`config.mk`:
```
export PLATFORM = sky130hd
export DESIGN_NAME = onehot_index_fifo
export DESIGN_NICKNAME = d
export VERILOG_FILES = /design/src/rtl/onehot_index_fifo.sv
export SDC_FILE = /design/constraint.sdc
export NUM_CORES = 1
export LEC_CHECK = 0
export CORE_MARGIN = 4
export CORE_UTILIZATION = 30
export CTS_CLUSTER_SIZE = 10
export DETAILED_ROUTE_END_ITERATION = 10
export SYNTH_ARGS = -nofsm -noshare
export SYNTH_HDL_FRONTEND = slang
export SYNTH_SLANG_ARGS = --single-unit
```
`constraint.sdc`:
```
create_clock -name clk -period 3.1 [get_ports clk]
set_clock_uncertainty 0.2 [all_clocks]
set_input_delay 0.775 -clock clk [delete_from_list [all_inputs] [get_ports clk]]
set_output_delay 0.775 -clock clk [all_outputs]
set_load 0.02 [all_outputs]
```
`src/rtl/onehot_index_fifo.sv`:
```
// rtl/onehot_index_fifo.sv - one-hot code checker, 3-bit re-encoder and index FIFO
// Optional per-index hit histogram is built when ONEHOT_INDEX_HIST_EN is defined.
module onehot_index_fifo #(
  parameter int DEPTH = 4,
  parameter int ERR_W = 8
) (
  input  logic                     clk,
  input  logic                     reset,
  input  logic                     in_valid,
  output logic                     in_ready,
  input  logic [7:0]               in_data,
  output logic                     out_valid,
  input  logic                     out_ready,
  output logic [2:0]               out_idx,
  output logic [$clog2(DEPTH):0]   count,
  output logic [ERR_W-1:0]         err_cnt,
  output logic                     err_flag
`ifdef ONEHOT_INDEX_HIST_EN
  ,
  input  logic [2:0]               hist_sel,
  output logic [7:0]               hist_cnt
`endif
);

  localparam int AW = $clog2(DEPTH);
  localparam int CW = AW + 1;

  logic [2:0]       mem_q [DEPTH];
  logic [AW-1:0]    wr_ptr_q, wr_ptr_d;
  logic [AW-1:0]    rd_ptr_q, rd_ptr_d;
  logic [CW-1:0]    count_q, count_d;
  logic [ERR_W-1:0] err_cnt_q, err_cnt_d;
  logic             err_flag_q, err_flag_d;

  logic       legal;
  logic [2:0] enc_idx;
  logic       accept, push, pop, bad;

  // Clearing the lowest set bit leaves zero only for a single-bit word.
  always_comb begin
    legal   = (in_data != 8'h00) && ((in_data & (in_data - 8'd1)) == 8'h00);
    enc_idx = 3'd0;
    for (int k = 0; k < 8; k++) begin
      if (in_data[k]) enc_idx = 3'(k);
    end
  end

  assign in_ready  = (count_q != CW'(DEPTH));
  assign out_valid = (count_q != '0);
  assign out_idx   = mem_q[rd_ptr_q];
  assign count     = count_q;
  assign err_cnt   = err_cnt_q;
  assign err_flag  = err_flag_q;

  assign accept = in_valid & in_ready;
  assign push   = accept & legal;
  assign bad    = accept & ~legal;
  assign pop    = out_valid & out_ready;

  always_comb begin
    wr_ptr_d   = wr_ptr_q;
    rd_ptr_d   = rd_ptr_q;
    count_d    = count_q;
    err_cnt_d  = err_cnt_q;
    err_flag_d = err_flag_q;
    if (push) wr_ptr_d = wr_ptr_q + AW'(1);
    if (pop)  rd_ptr_d = rd_ptr_q + AW'(1);
    case ({push, pop})
      2'b10:   count_d = count_q + CW'(1);
      2'b01:   count_d = count_q - CW'(1);
      default: count_d = count_q;
    endcase
    if (bad) begin
      err_flag_d = 1'b1;
      if (err_cnt_q != '1) err_cnt_d = err_cnt_q + ERR_W'(1);
    end
  end

  always_ff @(posedge clk) begin
    if (reset) begin
      wr_ptr_q   <= '0;
      rd_ptr_q   <= '0;
      count_q    <= '0;
      err_cnt_q  <= '0;
      err_flag_q <= 1'b0;
    end else begin
      wr_ptr_q   <= wr_ptr_d;
      rd_ptr_q   <= rd_ptr_d;
      count_q    <= count_d;
      err_cnt_q  <= err_cnt_d;
      err_flag_q <= err_flag_d;
    end
  end

  // Storage is not reset; an entry is only visible once count covers it.
  always_ff @(posedge clk) begin
    if (push) mem_q[wr_ptr_q] <= enc_idx;
  end

`ifdef ONEHOT_INDEX_HIST_EN
  logic [7:0] hist_q [8];

  assign hist_cnt = hist_q[hist_sel];

  always_ff @(posedge clk) begin
    if (reset) begin
      for (int h = 0; h < 8; h++) hist_q[h] <= 8'd0;
    end else if (push && hist_q[enc_idx] != 8'hFF) begin
      hist_q[enc_idx] <= hist_q[enc_idx] + 8'd1;
    end
  end
`endif

endmodule
```
==> run summary <==
Status -> completed
Reg clk slew, reported paths -> 0.06 ns
Layout cells sized above 1 -> 15.2%
DR pass1 iterations -> 4
Layout Nets -> 202
Multi-input logic area -> 737 um^2
Final HPWL DP -> 2.36 mm
Final Cycle Share -> 95.0%
N_diodes -> 0
Worst r2r src -> count[0]$_SDFFE_PP0P_
Via count -> 1169
Critical path type -> in -> reg
Vias/cell -> 4.66
Worst-margin pin slew -> 0.520 ns
Num ports -> 29
Core area -> 4790 um^2
Synthesized flop and latch total -> 30
Final WL -> 3.05 mm
CTS sink count -> 30
Clock buffer depth -> 2
Register area share after synthesis -> 48.0%
Synthesis Warnings -> 0
Reg area -> 721 um^2
Final hold violations -> 0
Chip height -> 78.8 um
ANT nets after route -> 0
Area grow syn2layout -> 34.4%
# rows -> 25
RSZ-0062 raised after global routing -> no
Final min period -> 2.94 ns
Synthesized area -> 1500 um^2
Overall Power -> 779 uW
Cell count after synthesis -> 141
Post-Syn Nets -> 160
Clk_lat worst skew -> 0.27 ns
Die width -> 78.8 um
Reg2reg end -> count[2]$_SDFFE_PP0P_
# H-tree levels -> 2
Num CTS Buffers -> 5
Worst Setup Start Kind -> input pin
Library cells used by synthesis -> 38
Leakage -> 0.000782 uW
Finished Layout Cells -> 251
Die Area -> 6210 um^2
PortBufs -> 28
Effective utilization at floorplan -> 31.4%
Max_cap viols -> 0
PwrDens -> 386 nW/um^2
CP Data Arrival Time -> 2.95 ns
R2R depth -> 10
Vias in the first global route -> 1227
TritonCTS clock tree -> built
Worst Path Required -> 3.11 ns
# fillers -> 453
Post-CTS setup buffers -> 0
Max IR drop VDD -> 0.220 mV
Hold Path Class -> reg -> reg
Syn_area_per_cell -> 10.7 um^2
CP startpoint -> in_data[0]
Placed Cells -> 243
Final GP Congestion -> 0.811
Remaining DRCs -> 0
Worst Setup EP -> count[2]$_SDFFE_PP0P_
Starting DRT DRC Count -> 58
GRT Total Usage -> 10.7%
Fmax -> 340 MHz
Crit Path Max Fanout -> 3
Global-route wire length before repair -> 5.24 mm
Initial antenna violation count -> 0
Final setup viols -> 0
Max-slew headroom -> 65.2%
Wire per inst -> 12.2 um
GRT overflow -> 0
FF-to-FF setup slack -> 0.82 ns
Setup crit end kind -> flip-flop
CTS root buffer -> clkbuf_8
Slew Limit Fails -> 0
Largest net degree at the start of global routing -> 19
-- flip-flops by register name, indices dropped and copies added, names as in the netlist, named ones only --
name      cells
count         3
err_cnt       8
err_flag      1
mem_q        12
rd_ptr_q      2
wr_ptr_q      2
-- what timing repair did --
action                                  4_1_cts  5_1_grt
resized for setup                             4        7
endpoints found under the setup margin        1        1
pin swaps                                     2        5
hold buffers                                  0        0
-- synthesized netlist by cell type --
cell type / number / area [um^2]
dfxtp_1: 18 / 360
nor2_1: 16 / 60.1
edfxtp_1: 12 / 360
inv_1: 8 / 30.0
a21oi_1: 7 / 35.0
and3_1: 7 / 43.8
ha_1: 6 / 75.1
nand2_1: 6 / 22.5
nor2b_1: 6 / 37.5
o21ai_0: 6 / 30.0
mux2_1: 5 / 56.3
or3_1: 4 / 25.0
and2_1: 3 / 18.8
mux4_2: 3 / 67.6
nand3_1: 3 / 15.0
nor3_1: 3 / 15.0
xor2_1: 3 / 26.3
a211oi_1: 2 / 15.0
buf_1: 2 / 7.51
nand4_1: 2 / 12.5
nor3b_1: 2 / 15.0
a211oi_2: 1 / 12.5
a21oi_4: 1 / 16.3
a31o_2: 1 / 8.76
and4_1: 1 / 8.76
buf_2: 1 / 5.00
buf_6: 1 / 11.3
fa_1: 1 / 20.0
nand2_2: 1 / 6.26
nand2b_1: 1 / 6.26
nand3b_1: 1 / 7.51
nor4_4: 1 / 21.3
o211ai_1: 1 / 7.51
o21a_1: 1 / 7.51
o21ba_2: 1 / 10.0
o21bai_1: 1 / 7.51
or3b_1: 1 / 8.76
xnor2_1: 1 / 8.76
-- kinds of logic (layout without fill, tap and decap cells) --
family,Yosys count,after routing,synth area share [%]
xor gates and xnor gates,4,4,2.33
muxes,8,8,8.24
AOI/OAI and AO/OA,22,22,9.99
DFF,30,30,48.0
and+or+nand+nor,58,58,21.6
buffers and inverters,12,55,3.58
adders and majority gates,7,7,6.33
-- layout by cell type, fill, tap and decap left out, types with 4 or more instances in the layout --
cell             netlist  routed
clkdlybuf4s50_1        0      20
dfxtp_1               18      18
nor2_1                16      15
edfxtp_1              12      12
buf_4                  0      11
inv_1                  8       8
and3_1                 7       7
o21ai_0                6       6
nand2_1                6       6
a21oi_1                7       6
nor2b_1                6       6
mux2_1                 5       5
ha_1                   6       5
clkbuf_8               0       5
or3_1                  4       4
dlygate4sd2_1          0       4
dlymetal6s2s_1         0       4
-- layout make-up --
| class | count | share of cell area [%] |
|---|---|---|
| timing repair buffer | 39 | 18.2 |
| inverter | 8 | 1.49 |
| tap | 67 | 4.15 |
| multi-input combinational | 99 | 36.5 |
| clock buffer | 8 | 3.97 |
| sequential | 30 | 35.7 |
-- worst max-delay path: stages --
cell and delay [ns]:
dlygate4sd2_1 0.28, nor4_4 0.32, o21a_1 0.19, a21oi_4 0.07
nand2_2 0.08, ha_2 0.17, inv_1 0.05, fa_1 0.37
xor2_1 0.16, or3_1 0.36, a21oi_2 0.12
-- metal layers --
layer  routed length [um]  global-route usage [%]
met5                    0                       0
met4                   59                    4.90
met3                  115                    3.29
met2                 1600                    19.1
met1                 1280                    11.7
-- power breakdown --
part	internal, uW	total (uW)	leakage [uW]	switching, uW
registers	414	418	0.000254	3.91
logic	35.8	74.7	0.000489	38.8
clock network	159	286	0.0000395	127
-- how the worst min path moves through the flow --
| stage | start | end | slack [ns] | cells after the start |
|---|---|---|---|---|
| after floorplan | rd_ptr_q[1]$_SDFFE_PP0P_ | flip-flop | 0.28 | 2 |
| after CTS | err_flag$_SDFFE_PP0P_ | err_flag$_SDFFE_PP0P_ | 0.26 | 2 |
| after global placement | err_flag$_SDFFE_PP0P_ | err_flag$_SDFFE_PP0P_ | 0.24 | 2 |
| after global routing | err_flag$_SDFFE_PP0P_ | err_flag$_SDFFE_PP0P_ | 0.30 | 2 |
| final | err_flag$_SDFFE_PP0P_ | err_flag$_SDFFE_PP0P_ | 0.26 | 2 |
| after detailed placement | err_flag$_SDFFE_PP0P_ | err_flag$_SDFFE_PP0P_ | 0.25 | 2 |
-- through the flow --
| step | util (%) | hold WS (ns) | cell area, um^2 | setup WS (ns) | TNS, ns |
|---|---|---|---|---|---|
| 3_5_place_dp | 40.2 | 0.248 | 1930 | -0.373 | -0.558 |
| 6_report | 42.2 | 0.255 | 2020 | 0.156 | 0 |
| 2_1_floorplan | - | 0.285 | 1500 | 0.219 | 0 |
| 3_3_place_gp | 40.2 | 0.242 | 1930 | -0.272 | -0.418 |
| 5_1_grt | 42.2 | 0.299 | 2020 | 0.00923 | 0 |
| 4_1_cts | 41.8 | 0.264 | 2000 | 0.0413 | 0 |
Power figures use the tool's default switching activity.
